[config.mk]
export PLATFORM = sky130hd
export DESIGN_NAME = mul_div_unit
export DESIGN_NICKNAME = d
export VERILOG_FILES = /design/src/rtl/mul_div_unit_pkg.sv /design/src/rtl/mul_div_unit_div_iter.sv /design/src/rtl/mul_div_unit.sv
export SDC_FILE = /design/constraint.sdc
export NUM_CORES = 2
export LEC_CHECK = 0
export ABC_AREA = 0
export ABC_CLOCK_PERIOD_IN_PS = 30300
export CORE_MARGIN = 4
export CORE_UTILIZATION = 55
export DETAILED_ROUTE_END_ITERATION = 12
export GPL_ROUTABILITY_DRIVEN = 0
export PLACE_DENSITY = 0.72
export SLEW_MARGIN = 20
export SYNTH_ARGS = -nofsm -noshare
export SYNTH_HDL_FRONTEND = slang
export SYNTH_HIERARCHICAL = 1
export SYNTH_SLANG_ARGS = --single-unit
[constraint.sdc]
create_clock -name clk -period 30.3 [get_ports clk]
set_input_delay 6.06 -clock clk [delete_from_list [all_inputs] [get_ports clk]]
set_output_delay 6.06 -clock clk [all_outputs]
set_load 0.1 [all_outputs]
[src/rtl/mul_div_unit_pkg.sv]
// Shared opcodes, state encodings and helpers for the MIPS multiply/divide unit.
package mul_div_unit_pkg;

  localparam logic [2:0] MDU_OP_MULT  = 3'd0;
  localparam logic [2:0] MDU_OP_MULTU = 3'd1;
  localparam logic [2:0] MDU_OP_DIV   = 3'd2;
  localparam logic [2:0] MDU_OP_DIVU  = 3'd3;
  localparam logic [2:0] MDU_OP_MTHI  = 3'd4;
  localparam logic [2:0] MDU_OP_MTLO  = 3'd5;

  // Cycles from acceptance of a DIV/DIVU to its HI/LO write cycle.
  localparam int MDU_DIV_CYCLES = 35;

  localparam logic [1:0] MDU_ST_IDLE = 2'd0;
  localparam logic [1:0] MDU_ST_MUL  = 2'd1;
  localparam logic [1:0] MDU_ST_DIV  = 2'd2;
  localparam logic [1:0] MDU_ST_WR   = 2'd3;

  localparam logic [1:0] DIV_ST_IDLE = 2'd0;
  localparam logic [1:0] DIV_ST_ITER = 2'd1;
  localparam logic [1:0] DIV_ST_FIX  = 2'd2;

  typedef struct packed {
    logic [31:0] hi;
    logic [31:0] lo;
  } hilo_t;

  function automatic logic [31:0] mag32(input logic neg, input logic [31:0] v);
    return neg ? (~v + 32'd1) : v;
  endfunction

endpackage

[src/rtl/mul_div_unit_div_iter.sv]
// 32-step restoring divider on magnitudes: one setup cycle, 32 quotient-bit cycles,
// then a sign-fixup cycle in which done is high and the signed results are valid.
module mul_div_unit_div_iter
  import mul_div_unit_pkg::*;
(
  input  logic        clk,
  input  logic        resetn,
  input  logic        abort,
  input  logic        start,
  input  logic [31:0] dividend,
  input  logic [31:0] divisor,
  input  logic        quo_neg,
  input  logic        rem_neg,
  output logic        done,
  output logic [31:0] quotient,
  output logic [31:0] remainder
);

  logic [1:0]  state_q, state_d;
  logic [4:0]  step_q, step_d;
  logic [31:0] rem_q, rem_d;
  logic [31:0] quo_q, quo_d;
  logic [31:0] dvs_q, dvs_d;
  logic        qneg_q, qneg_d;
  logic        rneg_q, rneg_d;
  logic [32:0] rem_shift;
  logic [31:0] trial;

  // quo_q doubles as the dividend shift register; quotient bits enter at the bottom.
  always_comb begin
    rem_shift = {rem_q, quo_q[31]};
    trial     = rem_shift[31:0] - dvs_q;
    state_d   = state_q;
    step_d    = step_q;
    rem_d     = rem_q;
    quo_d     = quo_q;
    dvs_d     = dvs_q;
    qneg_d    = qneg_q;
    rneg_d    = rneg_q;
    case (state_q)
      DIV_ST_IDLE: begin
        if (start) begin
          state_d = DIV_ST_ITER;
          step_d  = 5'd0;
          rem_d   = 32'd0;
          quo_d   = dividend;
          dvs_d   = divisor;
          qneg_d  = quo_neg;
          rneg_d  = rem_neg;
        end
      end
      DIV_ST_ITER: begin
        if (rem_shift >= {1'b0, dvs_q}) begin
          rem_d = trial;
          quo_d = {quo_q[30:0], 1'b1};
        end else begin
          rem_d = rem_shift[31:0];
          quo_d = {quo_q[30:0], 1'b0};
        end
        step_d = step_q + 5'd1;
        if (step_q == 5'd31) state_d = DIV_ST_FIX;
      end
      default: state_d = DIV_ST_IDLE;
    endcase
    if (abort) state_d = DIV_ST_IDLE;
  end

  always_ff @(posedge clk) begin
    if (!resetn) begin
      state_q <= DIV_ST_IDLE;
      step_q  <= 5'd0;
      rem_q   <= 32'd0;
      quo_q   <= 32'd0;
      dvs_q   <= 32'd0;
      qneg_q  <= 1'b0;
      rneg_q  <= 1'b0;
    end else begin
      state_q <= state_d;
      step_q  <= step_d;
      rem_q   <= rem_d;
      quo_q   <= quo_d;
      dvs_q   <= dvs_d;
      qneg_q  <= qneg_d;
      rneg_q  <= rneg_d;
    end
  end

  assign done      = (state_q == DIV_ST_FIX);
  assign quotient  = mag32(qneg_q, quo_q);
  assign remainder = mag32(rneg_q, rem_q);

endmodule

[src/rtl/mul_div_unit.sv]
// MIPS HI/LO multiply/divide unit: sole writer of HI/LO, stalls issue via busy while
// a MULT/DIV is in flight. All outputs are registered.
module mul_div_unit
  import mul_div_unit_pkg::*;
#(
  parameter int MUL_LAT = 2
) (
  input  logic        clk,
  input  logic        resetn,
  input  logic        op_valid,
  input  logic [2:0]  op_code,
  input  logic [31:0] src_a,
  input  logic [31:0] src_b,
  input  logic        flush,
  output logic        busy,
  output logic [31:0] hi_upgrade,
  output logic [31:0] lo_upgrade,
  output logic        hi_ctr_write,
  output logic        lo_ctr_write
);

  localparam int MUL_PIPE = (MUL_LAT > 1) ? MUL_LAT - 1 : 1;

  logic [1:0]  state_q, state_d;
  logic [2:0]  cnt_q, cnt_d;
  logic        busy_q, busy_d;
  logic [31:0] hi_q, hi_d;
  logic [31:0] lo_q, lo_d;
  logic        hi_we_q, hi_we_d;
  logic        lo_we_q, lo_we_d;
  logic [31:0] a_q, a_d;
  logic [31:0] b_q, b_d;
  logic        sgn_q, sgn_d;
  logic        div_start_q, div_start_d;
  hilo_t       pipe_q [MUL_PIPE];
  hilo_t       pipe_d [MUL_PIPE];

  logic        accept;
  logic        op_signed;
  logic [63:0] a_wide, b_wide, product;
  logic        div_done;
  logic [31:0] div_quo, div_rem;

  assign accept    = op_valid && !busy_q && !flush;
  assign op_signed = (op_code == MDU_OP_MULT) || (op_code == MDU_OP_DIV);
  // 33-bit signed operands; the low 64 bits of the product cover both signednesses.
  assign a_wide    = {{32{op_signed & src_a[31]}}, src_a};
  assign b_wide    = {{32{op_signed & src_b[31]}}, src_b};
  assign product   = a_wide * b_wide;

  always_comb begin
    pipe_d[0] = hilo_t'(product);
    for (int i = 1; i < MUL_PIPE; i++) pipe_d[i] = pipe_q[i-1];
  end

  mul_div_unit_div_iter u_div_iter (
    .clk       (clk),
    .resetn    (resetn),
    .abort     (flush),
    .start     (div_start_q),
    .dividend  (mag32(sgn_q & a_q[31], a_q)),
    .divisor   (mag32(sgn_q & b_q[31], b_q)),
    .quo_neg   (sgn_q & (a_q[31] ^ b_q[31])),
    .rem_neg   (sgn_q & a_q[31]),
    .done      (div_done),
    .quotient  (div_quo),
    .remainder (div_rem)
  );

  always_comb begin
    state_d     = state_q;
    cnt_d       = cnt_q;
    hi_d        = hi_q;
    lo_d        = lo_q;
    hi_we_d     = 1'b0;
    lo_we_d     = 1'b0;
    a_d         = a_q;
    b_d         = b_q;
    sgn_d       = sgn_q;
    div_start_d = 1'b0;
    case (state_q)
      MDU_ST_MUL: begin
        if (cnt_q == 3'd1) begin
          state_d = MDU_ST_WR;
          hi_d    = pipe_q[MUL_PIPE-1].hi;
          lo_d    = pipe_q[MUL_PIPE-1].lo;
          hi_we_d = 1'b1;
          lo_we_d = 1'b1;
        end else begin
          cnt_d = cnt_q - 3'd1;
        end
      end
      MDU_ST_DIV: begin
        if (div_done) begin
          state_d = MDU_ST_WR;
          hi_we_d = 1'b1;
          lo_we_d = 1'b1;
          if (b_q == 32'd0) begin
            lo_d = 32'hFFFF_FFFF;
            hi_d = a_q;
          end else begin
            lo_d = div_quo;
            hi_d = div_rem;
          end
        end
      end
      default: begin
        // IDLE and the write cycle both accept; opcodes 6-7 fall through as no-ops.
        state_d = MDU_ST_IDLE;
        if (accept) begin
          case (op_code)
            MDU_OP_MULT, MDU_OP_MULTU: begin
              if (MUL_LAT == 1) begin
                state_d = MDU_ST_WR;
                hi_d    = product[63:32];
                lo_d    = product[31:0];
                hi_we_d = 1'b1;
                lo_we_d = 1'b1;
              end else begin
                state_d = MDU_ST_MUL;
                cnt_d   = 3'(MUL_LAT - 1);
              end
            end
            MDU_OP_DIV, MDU_OP_DIVU: begin
              state_d     = MDU_ST_DIV;
              a_d         = src_a;
              b_d         = src_b;
              sgn_d       = op_signed;
              div_start_d = 1'b1;
            end
            MDU_OP_MTHI: begin
              state_d = MDU_ST_WR;
              hi_d    = src_a;
              hi_we_d = 1'b1;
            end
            MDU_OP_MTLO: begin
              state_d = MDU_ST_WR;
              lo_d    = src_a;
              lo_we_d = 1'b1;
            end
            default: state_d = MDU_ST_IDLE;
          endcase
        end
      end
    endcase
    if (flush) begin
      state_d     = MDU_ST_IDLE;
      hi_d        = hi_q;
      lo_d        = lo_q;
      hi_we_d     = 1'b0;
      lo_we_d     = 1'b0;
      div_start_d = 1'b0;
    end
    busy_d = (state_d == MDU_ST_MUL) || (state_d == MDU_ST_DIV);
  end

  always_ff @(posedge clk) begin
    if (!resetn) begin
      state_q     <= MDU_ST_IDLE;
      cnt_q       <= 3'd0;
      busy_q      <= 1'b0;
      hi_q        <= 32'd0;
      lo_q        <= 32'd0;
      hi_we_q     <= 1'b0;
      lo_we_q     <= 1'b0;
      a_q         <= 32'd0;
      b_q         <= 32'd0;
      sgn_q       <= 1'b0;
      div_start_q <= 1'b0;
    end else begin
      state_q     <= state_d;
      cnt_q       <= cnt_d;
      busy_q      <= busy_d;
      hi_q        <= hi_d;
      lo_q        <= lo_d;
      hi_we_q     <= hi_we_d;
      lo_we_q     <= lo_we_d;
      a_q         <= a_d;
      b_q         <= b_d;
      sgn_q       <= sgn_d;
      div_start_q <= div_start_d;
    end
  end

  always_ff @(posedge clk) begin
    pipe_q <= pipe_d;
  end

  assign busy         = busy_q;
  assign hi_upgrade   = hi_q;
  assign lo_upgrade   = lo_q;
  assign hi_ctr_write = hi_we_q;
  assign lo_ctr_write = lo_we_q;

endmodule
==> flow_metrics.tcl <==
set metrics [dict create \
    crit_family "adder cells" \
    async_reset_ff_frac 0 \
    synth.top_cell.area_share 0.4124 \
    timing.fmax_ghz 0.06575 \
    tritoncts "yes" \
    tritoncts.num_buffers 36 \
    cts_max_path_buffers 3 \
    yosys.cell_count.top_type "sky130_fd_sc_hd__inv_1" \
    synth_warnings 6 \
    rows 115 \
    period_minus_slack_ns 15.21 \
    maxSlewHeadroom 0.2932 \
    finalHoldViolCount 0 \
    post_synth_num_cell_types 86 \
    cts.repair_timing.setup_buffer_count 0 \
    post_synth_main_area_contributors "sky130_fd_sc_hd__fa_1 41%, sky130_fd_sc_hd__dfxtp_1 11%, sky130_fd_sc_hd__inv_1 8.0%" \
    wire_per_inst_um 20.77 \
    ctsRootBufferMaster "sky130_fd_sc_hd__clkbuf_16" \
    crit_path_frequent_cell "sky130_fd_sc_hd__fa_1" \
    synth-seq-cells 307 \
    detail_route.wirelength_um 155400 \
    hp-start "u_div_iter/step_q[3]" \
    drt_pre_antenna_iters 8 \
    initial_core_util 0.5553 \
    synth-seq-area-share 0.1125 \
    initial_antenna_violation_count 8 \
    max_stage_delay_ns 1.07 \
    final_sum_of_negative_setup_slack_ns 0 \
    synth_cells 6301 \
    clk_pin_slew_ns 0.06 \
    fill_cells 8622 \
    grt.total_usage 0.3055 \
    whs_ns 0.4526 \
    num_io_pins 138 \
    final_antenna_net_count 0 \
    synth_edf_count 0 \
    synthesis.area_per_instance_um2 8.674 \
    vias 43310 \
    drive_gt1_frac 0.03249 \
    postLayoutSetupSlackWorst_ns 15.09 \
    timing_worst_setup_path_type "in -> reg" \
    dp_worst_setup_slack_ns 14.56 \
    min_path_type "reg -> reg" \
    dr.first_iter.drc_count 4213 \
    dieWidth_um 323.2 \
    synthesis.nets 7757 \
    critical_path_cell_with_the_highest_stage_delay "sky130_fd_sc_hd__fa_1" \
    design.die.area_um2 104500 \
    finalCritPeriodShare 0.5020 \
    cts-hold-fix-buffers 0 \
    startpoint_of_the_most_critical_register_to_register_path "u_div_iter/rem_q[0]" \
    grt_first_pass_wirelength_um 251100 \
    critPathMaxFanout 21 \
    cts_num_sinks 307 \
    setup_viol_count_final 0 \
    grt_overflow_total 0 \
    synth.cell_area_um2 54650 \
    worst_pin_slew_ns 1.060 \
    cp_data_required_time_ns 30.71 \
    cts_repair_resize_count 0 \
    design.core.area_um2 98420 \
    critPathCaptureType "flip-flop" \
    rsz0062_at_grt "false" \
    area_delta_synth_final_pct 6.046 \
    postSynth.topFlopCell "sky130_fd_sc_hd__dfxtp_1" \
    synth_commonest_cells "1,169 x sky130_fd_sc_hd__inv_1, 1,134 x sky130_fd_sc_hd__nand2_1, 1,126 x sky130_fd_sc_hd__fa_1" \
    run_status "finished clean" \
    floorplan.die.height_um 323.2 \
    hpwlAfterDp_um 117000 \
    maximum_number_of_pins_on_one_net_before_global_route_repair 84 \
    synth.largest_area_cell "sky130_fd_sc_hd__fa_1" \
    vias_per_cell 5.791 \
    crit_start "op_code[2]" \
    timing.critical_path.from_type "primary input" \
    final.setup_skew_ns 0.01328 \
    crit_buf_inv 7 \
    fin_nets 7616 \
    report.final.slew_viol_count 0 \
    htreeDepth 2 \
    worstSkewPairLatency_ns 0.53 \
    io_buffers 137 \
    arrival_ns 15.62 \
    number_of_violations_of_the_max_capacitance_limit 0 \
    detail_route.drc_violations 0 \
    vias_in_the_first_global_route 45270 \
]
-- logic make-up (layout without fill, tap and decap cells) --
family          Yosys count  after routing  share of synthesized area
buf+inv                1569           1454                     0.1097
flops                   307            307                     0.1125
other cells               0              6                          0
fa+ha+maj              1385           1385                     0.4717
compound gates          730            730                    0.08491
mux                      61             61                    0.01117
xor+xnor                220            220                    0.03526
simple gates           2029           2029                     0.1748
-- state kept, by name (all words and copies together), names as in the netlist --
signal and count:
busy 1, lo_ctr_write 1, u_div_iter/step_q 5, u_div_iter/state_q 2
u_div_iter/quo_q 32, hi_upgrade 32, u_div_iter/qneg_q 1, hi_ctr_write 1
a_q 32, pipe_q 64, state_q 2, lo_upgrade 32
u_div_iter/rneg_q 1, u_div_iter/rem_q 32, b_q 32, cnt_q 3
u_div_iter/dvs_q 32, div_start_q 1, sgn_q 1
-- path summary, 6_finish.rpt --
path,slack (ns),cells after the start,to
hold / removal,0.45,1,u_div_iter/step_q[3]
hold reg to reg,0.45,1,u_div_iter/step_q[3]
setup / recovery,15.09,27,pipe_q[61]
setup reg to reg,26.48,13,hi_upgrade[28]
-- stage by stage --
stage	std cells	instance area (um^2)	util
floorplan	6301	54650	-
global placement	7409	56630	0.5754
detailed placement	7409	56630	0.5754
CTS	7473	57940	0.5887
global route	7473	57940	0.5887
finish	7479	57960	0.5889
-- placed cells by master (no fill, tap or decap), drive strengths merged, types with 62 or more instances in the layout --
cell type         n
ha              259
nand3            68
clkdlybuf4s50   124
nor2            143
inv            1172
xnor2           158
nand2          1134
buf              96
fa             1126
xor2             62
o21ai           139
o31ai            64
and3             65
nor3             70
and2            394
a21oi           265
dfxtp           307
-- per-layer routing --
metal	wire, um	global-route usage	vias up
li1	-	-	18870
met1	63580	0.4222	21910
met2	70360	0.4858	2120
met3	15060	0.05675	408
met4	6342	0.1103	2
met5	13	0	-
-- area by class of cell --
cell class,instances,area [um^2],area share
multi-input combinational,4425,42550,0.7341
sequential,307,6146,0.1060
inverter,1169,4388,0.07571
timing repair buffer,221,1939,0.03346
tap,1287,1610,0.02778
clock buffer,47,983.4,0.01697
clock inverter,17,327.8,0.005656
antenna,6,15.01,0.0002591
Power is not shown: default switching activity piles up to over one toggle a cycle in this logic, so the estimate is an artifact.
